==> src/rtl/serial_adder_if.sv <==
// Handshake and operand bus for serial_adder.
// SERIAL_ADDER_SUB_EN adds the sub (subtract mode) signal.
interface serial_adder_if #(
  parameter int WIDTH = 8
) ();
  logic             start;
  logic [WIDTH-1:0] x;
  logic [WIDTH-1:0] y;
  logic             c_in;
`ifdef SERIAL_ADDER_SUB_EN
  logic             sub;
`endif
  logic             busy;
  logic             done;
  logic [WIDTH-1:0] s;
  logic             c_out;
  logic             overflow;

`ifdef SERIAL_ADDER_SUB_EN
  modport master (output start, x, y, c_in, sub,
                  input  busy, done, s, c_out, overflow);
  modport slave  (input  start, x, y, c_in, sub,
                  output busy, done, s, c_out, overflow);
`else
  modport master (output start, x, y, c_in,
                  input  busy, done, s, c_out, overflow);
  modport slave  (input  start, x, y, c_in,
                  output busy, done, s, c_out, overflow);
`endif
endinterface

==> src/rtl/serial_adder.sv <==
// Multi-cycle adder: DIGIT bits per clock through a ripple chain of DIGIT
// full-adder cells, with a registered carry linking successive digits.
// SERIAL_ADDER_SUB_EN enables subtract mode (x + ~y + 1).
//
// state | meaning
// IDLE  | waiting for start
// RUN   | adding one digit per clock, STEPS cycles
// DONE  | result valid (done pulse); start here is accepted immediately
module serial_adder #(
  parameter int WIDTH = 8,
  parameter int DIGIT = 1
) (
  input logic          clock,
  input logic          reset,
  serial_adder_if.slave bus
);
  localparam int STEPS  = WIDTH / DIGIT;
  localparam int STEP_W = (STEPS > 1) ? $clog2(STEPS) : 1;

  typedef enum logic [1:0] {IDLE = 2'd0, RUN = 2'd1, DONE = 2'd2} state_t;

  state_t            state, state_next;
  logic [STEP_W-1:0] step;
  logic [WIDTH-1:0]  a_reg, b_reg, s_reg;
  logic              carry, c_out_reg, ovf_reg;
  logic [DIGIT-1:0]  dsum;
  logic [DIGIT:0]    chain;
  logic              accept, last_step;
  logic [WIDTH-1:0]  b_load;
  logic              carry_load;

  assign accept    = ((state == IDLE) || (state == DONE)) && bus.start;
  assign last_step = (state == RUN) && (step == STEP_W'(STEPS - 1));

  // Subtraction inverts B once at load time so the run loop stays add-only.
`ifdef SERIAL_ADDER_SUB_EN
  assign b_load     = bus.sub ? ~bus.y : bus.y;
  assign carry_load = bus.sub ? 1'b1 : bus.c_in;
`else
  assign b_load     = bus.y;
  assign carry_load = bus.c_in;
`endif

  // State register.
  always_ff @(posedge clock) begin
    if (reset) state <= IDLE;
    else       state <= state_next;
  end

  // Next-state logic.
  always_comb begin
    state_next = state;
    case (state)
      IDLE:    if (bus.start) state_next = RUN;
      RUN:     if (last_step) state_next = DONE;
      DONE:    state_next = bus.start ? RUN : IDLE;
      default: state_next = IDLE;
    endcase
  end

  // Ripple chain across the current digit; chain[DIGIT-1] is the carry into
  // the MSB on the final step, used for signed overflow.
  always_comb begin
    chain    = '0;
    dsum     = '0;
    chain[0] = carry;
    for (int i = 0; i < DIGIT; i++) begin
      dsum[i]    = a_reg[i] ^ b_reg[i] ^ chain[i];
      chain[i+1] = (a_reg[i] & b_reg[i]) | (chain[i] & (a_reg[i] ^ b_reg[i]));
    end
  end

  // Operand shift registers, carry, step counter and result registers.
  always_ff @(posedge clock) begin
    if (reset) begin
      a_reg     <= '0;
      b_reg     <= '0;
      s_reg     <= '0;
      carry     <= 1'b0;
      step      <= '0;
      c_out_reg <= 1'b0;
      ovf_reg   <= 1'b0;
    end else if (accept) begin
      a_reg <= bus.x;
      b_reg <= b_load;
      carry <= carry_load;
      s_reg <= '0;
      step  <= '0;
    end else if (state == RUN) begin
      a_reg <= a_reg >> DIGIT;
      b_reg <= b_reg >> DIGIT;
      carry <= chain[DIGIT];
      s_reg <= (s_reg >> DIGIT) | (WIDTH'(dsum) << (WIDTH - DIGIT));
      step  <= step + STEP_W'(1);
      if (last_step) begin
        c_out_reg <= chain[DIGIT];
        ovf_reg   <= chain[DIGIT] ^ chain[DIGIT-1];
      end
    end
  end

  assign bus.busy     = (state == RUN);
  assign bus.done     = (state == DONE);
  assign bus.s        = s_reg;
  assign bus.c_out    = c_out_reg;
  assign bus.overflow = ovf_reg;
endmodule
==> src/flat_wrapper.sv <==
// flat-port wrapper written by rule: the top's interface ports become plain ports
module serial_adder_flat 
#(
  parameter int WIDTH = 8,
  parameter int DIGIT = 1
)
  (clock, reset, bus_start, bus_x, bus_y, bus_c_in, bus_busy, bus_done, bus_s, bus_c_out, bus_overflow);
  serial_adder_if #(.WIDTH(WIDTH)) bus_i ();
  input logic clock;
  input logic reset;
  input wire logic [$bits(bus_i.start)-1:0] bus_start;
  input wire logic [$bits(bus_i.x)-1:0] bus_x;
  input wire logic [$bits(bus_i.y)-1:0] bus_y;
  input wire logic [$bits(bus_i.c_in)-1:0] bus_c_in;
  output wire logic [$bits(bus_i.busy)-1:0] bus_busy;
  output wire logic [$bits(bus_i.done)-1:0] bus_done;
  output wire logic [$bits(bus_i.s)-1:0] bus_s;
  output wire logic [$bits(bus_i.c_out)-1:0] bus_c_out;
  output wire logic [$bits(bus_i.overflow)-1:0] bus_overflow;
  assign bus_i.start = bus_start;
  assign bus_i.x = bus_x;
  assign bus_i.y = bus_y;
  assign bus_i.c_in = bus_c_in;
  assign bus_busy = bus_i.busy;
  assign bus_done = bus_i.done;
  assign bus_s = bus_i.s;
  assign bus_c_out = bus_i.c_out;
  assign bus_overflow = bus_i.overflow;
  serial_adder #(.WIDTH(WIDTH), .DIGIT(DIGIT)) u_core (.clock(clock), .reset(reset), .bus(bus_i));
endmodule
==> config.mk <==
export PLATFORM = sky130hd
export DESIGN_NAME = serial_adder_flat
export DESIGN_NICKNAME = d
export VERILOG_FILES = /design/src/rtl/serial_adder_if.sv /design/src/rtl/serial_adder.sv /design/src/flat_wrapper.sv
export SDC_FILE = /design/constraint.sdc
export NUM_CORES = 1
export LEC_CHECK = 0
export ABC_AREA = 0
export BUFFER_PORTS_ARGS = -buffer_cell sky130_fd_sc_hd__buf_2
export CAP_MARGIN = 0
export CORE_MARGIN = 5
export CORE_UTILIZATION = 50
export CTS_CLUSTER_DIAMETER = 200
export DETAILED_ROUTE_END_ITERATION = 6
export GPL_ROUTABILITY_DRIVEN = 0
export PLACE_DENSITY = 0.75
export SLEW_MARGIN = 20
export SYNTH_ARGS = -nofsm -noshare
export SYNTH_HDL_FRONTEND = slang
export SYNTH_SLANG_ARGS = --single-unit
export TNS_END_PERCENT = 5
==> constraint.sdc <==
create_clock -name clock -period 2.7 [get_ports clock]
set_clock_uncertainty 0.05 [all_clocks]
set_input_delay 0.135 -clock clock [delete_from_list [all_inputs] [get_ports clock]]
set_output_delay 0.135 -clock clock [all_outputs]
set_load 0.03 [all_outputs]
==> results of run 1 <==
## layout make-up
type / count / share of cell area (%)
clock buffers: 7 / 3.68
clock inverters: 1 / 0.501
inverters: 1 / 0.251
multi-input cells: 102 / 37.6
flip-flops and latches: 32 / 42.8
well taps: 30 / 2.51
repair buffers: 35 / 12.7
## power by group through the flow
stage	Sequential (uW)	Clock (uW)	Combinational [uW]
floorplan	515	0	86.5
global placement	515	0	99.1
detailed placement	517	0	102
CTS	506	295	105
global route	509	322	118
finish	506	282	104
## worst max-delay path, delay by kind of cell, from the launching register on
family        cells  cell delay, ns
buf+inv           3            0.91
flops             1            0.39
simple gates      1            0.07
## final timing paths
path	from	to	slack, ns
min reg2reg	u_core.bus.s[0]	u_core.bus.s[0]	0.41
min	bus_y[3]	u_core.b_reg[3]	0.02
max reg2reg	u_core.state[0]	u_core.bus.s[5]	0.98
max	u_core.state[0]	bus_busy	0.81
## synthesized netlist by cell type
master,number,area [um^2]
nand2b_1,3,18.8
o21a_1,1,7.51
inv_2,1,3.75
buf_2,3,15.0
nor2b_1,2,12.5
buf_6,4,45.0
dfxtp_1,32,641
a21oi_1,29,145
fa_1,1,20.0
clkbuf_1,2,7.51
xor2_1,1,8.76
nand3b_1,1,7.51
nand3_1,19,95.1
buf_4,4,30.0
xnor2_1,1,8.76
nor2_1,3,11.3
nand2_1,24,90.1
ha_1,2,25.0
a22oi_1,15,113
## metal layers
metal	part of all wire, %	up-vias	GRT usage [%]	routed length [um]
met5	0	-	0	0
met4	1.8	0	7.43	48
met3	7.9	5	7.76	211
met2	50	30	28.9	1330
met1	40	512	16.6	1070
li1	-	571	-	-
## stage by stage
stage / hold WS (ns) / util (%) / worst slack, ns
floorplan: 0.154 / - / 1.43
global placement: 0.327 / 57.1 / 1.11
detailed placement: 0.333 / 57.1 / 1.01
CTS: 0.00839 / 60.5 / 0.787
global route: 0.00775 / 60.5 / 0.671
finish: 0.0241 / 60.5 / 0.810
## kinds of logic after synthesis
group / after synthesis
adder cells (fa/ha/maj): 3
XOR/XNOR: 2
AO/OA/AOI/OAI: 45
buffers and inverters: 14
AND/OR/NAND/NOR: 52
flip-flops: 32
==> results by group, run 1 <==
Detailed routing
  – Vias/cell: between 5 and 6
  – 1st-iter DRT viols: 35
  – Remaining antenna violation count after routing: 0
  – Residual DRC: 0
  – First-pass iteration count of the detailed router: 5
  – DRT Wirelength: 2.66 mm
  – Routed wire per std cell: ~13 um
  – Via count: between 1000 and 1500

Run
  – Max Cap Violations: 0

STA
  – Final hold vios: 0
  – RSZ-0062 raised after global routing: false
  – Peak Freq: roughly 0.53 GHz
  – Final setup vio count: 0
  – Least-Margin Pin Slew: roughly 0.70 ns
  – Setup tns final: 0 ns
  – Slew margin rel.: a little over half
  – Final min period: 1.89 ns
  – Crit share post-route: between 70% and 80%
  – Final Slew Violations: 0

Floorplanning
  – Die Y: approximately 60 um
  – Ports: 32
  – Core ar.: between 2000 and 2500 um^2
  – Die Width: 61.1 um
  – Initial Util: between 50% and 60%
  – # rows: 18
  – Die area: 3730 um^2

GRT
  – Vias in the first global route: ~1100
  – Grt ovf: 0
  – Largest net degree at the start of global routing: 30
  – Total track usage: 16.5%
  – Global-route wire length before repair: ~4.5 mm
  – Initial antenna violation count: 0

Clocking
  – Clock transition at path regs: around 0.090 ns
  – Root Buffer: clkbuf_4
  – Maximum root-to-sink buffer count: 2
  – Setup Buffers After CTS: 0
  – Num CTS Buffers: 5
  – CTS-repair resized insts: 0
  – CTS tree: built
  – Hold-fix buffers, CTS: 2
  – CTS sink cnt: 32
  – Worst-skew pair later-pin latency: 0.33 ns
  – Htree depth: 2

Power
  – Final total power: 892 uW
  – P_sw: approximately 230 uW
  – Pwr per Cell Area: about 600 nW/um^2
  – Sw Share: between 20% and 30%
  – Worst vdd ir: ~0.46 mV
  – Logic pwr share: 11.7%
  – Leak pwr: ~0.0006 uW
  – Pint: approximately 660 uW
  – Clock network fraction of total power: a little under a third
  – Seq pwr share: between 50% and 60%

Yosys
  – Mapped Area: about 1300 um^2
  – Synth Instances: around 150
  – Post-synthesis register bit count: 32
  – Mux contribution to synthesized area: 0%
  – Post-synthesis compound-gate area fraction: a little over 20%
  – Post-synthesis adder-cell area fraction: between 3 and 4%
  – Yosys warning count: 0
  – Cell variety after synth: 19
  – Syn_nets: roughly 170
  – Synth Area in XOR/XNOR: 1.34%
  – Share of the yosys chip area belonging to registers: 49.1%
  – Mean Syn Cell Area: 8.82 um^2
  – Main combinational cell family by area after synthesis: compound AO/OA/AOI/OAI gates
  – Synthesized-area fraction occupied by and/or/nand/nor cells: between 10% and 20%

Setup path
  – CP endpoint kind: output pin
  – Startpoint class of the critical path: register
  – Slowest cell delay on critical path: roughly 0.39 ns
  – Arrival @ worst endpoint: approximately 1.7 ns
  – Critical path peak fanout: 29
  – CP Data Required Time: 2.52 ns
  – Cells along the critical path: nand2b_1, buf_4, inv_2, buf_2
  – Worst Setup Path Type: reg -> out
  – Slowest cell on crit path: dfxtp_1
  – Reg2Reg Depth: 3

Cells and area
  – Ratio of cells with drive above 1 in the final layout: between 20 and 25%
  – Commonest non-fill, non-tap cell in the layout: dfxtp_1
  – Number of fillers in the final layout: 233
  – Multi-input logic area: about 560 um^2
  – Most frequent cells in the layout: dfxtp_1, buf_2, a21oi_1
  – Layout Cells excl Fill: between 200 and 250
  – FF+latch area: ~640 um^2
  – Area Growth Syn to Fin: 14.8%
  – Post-route cell area: ~1500 um^2
  – Final nets: 200
  – Antenna fix cells: 0

Hold path
  – Hold crit path type: in -> reg
  – Worst Hold Depth: 3

Placed design
  – Placed Cells: 198
  – IO Port Bufs: 31
  – Placed inst area: approximately 1400 um^2
  – Post-DP HPWL: approximately 1.8 mm

Status
  – Outcome: finished, final reports clean
Power figures use the tool's default switching activity.
==> run 2, diff against run 1 <==
- CORE_UTILIZATION: 50 -> 46
- PLACE_DENSITY: 0.75 -> 0.73
- clock period: 2.7 -> 1.5 ns (I/O delays scaled with it)
==> run 2 against run 1 <==
  * Register-to-register slack worse by 0.86 ns
  * Combinational power is 140% higher
  * Final area is 14% higher
  * Sequential share of layout area is 5.1 points lower
  * Via count is 12% higher
  * Critical endpoint unchanged
  * Largest power group unchanged
  * Highest routed layer unchanged
==> results by group, run 2 (synthesis gave the netlist of run 1 again) <==
Cells and area
  – Post-route cell area: 1700 um^2 (was 1500 um^2)
  – Area Growth Syn to Fin: 30.6% (was 14.8%)
  – Final nets: 221 (was 200)
  – Antenna fix cells: 0 (unchanged)
  – Ratio of cells with drive above 1 in the final layout: 23.6% (was 23.0%)
  – Most frequent cells in the layout: buf_2, dfxtp_1, a21oi_1 (was dfxtp_1, buf_2, a21oi_1)

GRT
  – Grt ovf: 0 (unchanged)
  – Global-route wire length before repair: 5.17 mm (was 4.46 mm)
  – Total track usage: 16.1% (was 16.5%)
  – Vias in the first global route: 1212 (was 1104)
  – Largest net degree at the start of global routing: 29 (was 30)
  – Initial antenna violation count: 0 (unchanged)

Clocking
  – Root Buffer: clkbuf_4 (unchanged)
  – Clock transition at path regs: 0.09 ns (about the same)
  – Worst-skew pair later-pin latency: 0.33 ns (about the same)
  – CTS sink cnt: 32 (unchanged)
  – CTS tree: built (unchanged)
  – Num CTS Buffers: 5 (unchanged)
  – Maximum root-to-sink buffer count: 2 (unchanged)
  – Htree depth: 2 (unchanged)

STA
  – Final hold vios: 0 (unchanged)
  – Setup tns final: 0 ns (unchanged)
  – Least-Margin Pin Slew: 0.415 ns (was 0.695 ns)
  – Final setup vio count: 0 (unchanged)
  – Slew margin rel.: 72.3% (was 53.6%)
  – Peak Freq: around 0.71 GHz
  – Hold_ws: 0.129 ns (was 0.0241 ns)
  – Final worst slack: 0.0926 ns (was 0.810 ns)
  – Final Slew Violations: 0 (unchanged)
  – RSZ-0062 raised after global routing: false (unchanged)
  – Final min period: between 1 and 1.5 ns
  – Crit share post-route: a little over nine tenths

Placed design
  – IO Port Bufs: 31 (unchanged)
  – Post-DP HPWL: 1.95 mm (was 1.82 mm)
  – Pre-CTS WS: 0.149 ns (was 1.01 ns)
  – Placed inst area: 1470 um^2 (was 1420 um^2)

Floorplanning
  – # rows: 19 (was 18)
  – Die area: 4000 um^2 (was 3730 um^2)
  – Ports: 32 (unchanged)
  – Initial Util: 47.7% (was 52.7%)
  – Die Y: 63.3 um (was 61.1 um)
  – Die Width: 63.3 um (was 61.1 um)
  – Core ar.: 2730 um^2 (was 2480 um^2)

Status
  – Outcome: finished, final reports clean (unchanged)

Setup path
  – Startpoint class of the critical path: register (unchanged)
  – CP endpoint kind: output pin (unchanged)
  – Critical path peak fanout: 21 (was 29)
  – Worst Setup Path Type: reg -> out (unchanged)
  – CP Data Required Time: 1.37 ns (was 2.52 ns)
  – Arrival @ worst endpoint: 1.28 ns (was 1.71 ns)
  – Reg2Reg Depth: 4 (was 3)

Detailed routing
  – 1st-iter DRT viols: 70 (was 35)
  – First-pass iteration count of the detailed router: 4 (was 5)
  – Via count: 1250 (was 1118)
  – Residual DRC: 0 (unchanged)
  – DRT Wirelength: 3.04 mm (was 2.66 mm)
  – Vias/cell: 5.43 (was 5.38)
  – Routed wire per std cell: 13.2 um (was 12.8 um)
  – Remaining antenna violation count after routing: 0 (unchanged)

Hold path
  – Hold crit path type: in -> reg (unchanged)
  – Worst Hold Depth: 3 (unchanged)

Power
  – Leak pwr: 0.000703 uW (was 0.000606 uW)
  – Pwr per Cell Area: 977 nW/um^2 (was 596 nW/um^2)
  – Worst vdd ir: 0.872 mV (was 0.458 mV)

Run
  – Max Cap Violations: 0 (unchanged)
run 2: critical path, stage by stage (launching register included):
cell and delay [ns]:
dfxtp_1 0.32, nand2b_1 0.17, inv_2 0.10, buf_12 0.15
buf_2 0.21
run 2: repair_timing:
| item | in CTS | in global routing |
|---|---|---|
| hold buffers | 17 | 0 |
| resized for setup | 1 | 0 |
| endpoints found under the setup margin | 1 | 0 |
| hold endpoints to repair | 17 | 0 |
| buffers inserted | 1 | 0 |
run 2: final timing paths:
kind | start | end | slack, ns
worst max register to register | u_core.carry | u_core.bus.overflow | 0.12
worst min register to register | u_core.bus.s[0] | u_core.bus.s[0] | 0.41
worst min-delay path | reset | u_core.a_reg[5] | 0.13
worst max-delay path | u_core.state[1] | bus_busy | 0.09
run 2: area by class of cell:
cell class,instances,area (um^2)
Clock buffer,8,58.8
Fill cell,248,1030
Inverter,1,3.75
Multi-Input combinational cell,102,563
Sequential cell,32,642
Tap cell,31,38.8
Timing Repair Buffer,56,398
run 2: metal layers:
| layer | vias up | GRT usage, % | routed length (um) |
|---|---|---|---|
| met4 | 0 | 7.79 | 85 |
| met3 | 8 | 5.68 | 204 |
| li1 | 617 | - | - |
| met2 | 42 | 26.5 | 1550 |
| met5 | - | 0 | 0 |
| met1 | 583 | 18.3 | 1200 |
run 2: stage by stage:
stage	util [%]	total power, uW	std cells
after global routing	62.3	1750	230
after detailed placement	53.6	1140	204
after global placement	53.6	1130	204
final	62.3	1670	230
after CTS	62.3	1680	230
after floorplan	-	1080	148
run 2: report_power, final:
group	internal [uW]	switching (uW)
combinational	118	130
clock	231	275
sequential	887	24.0
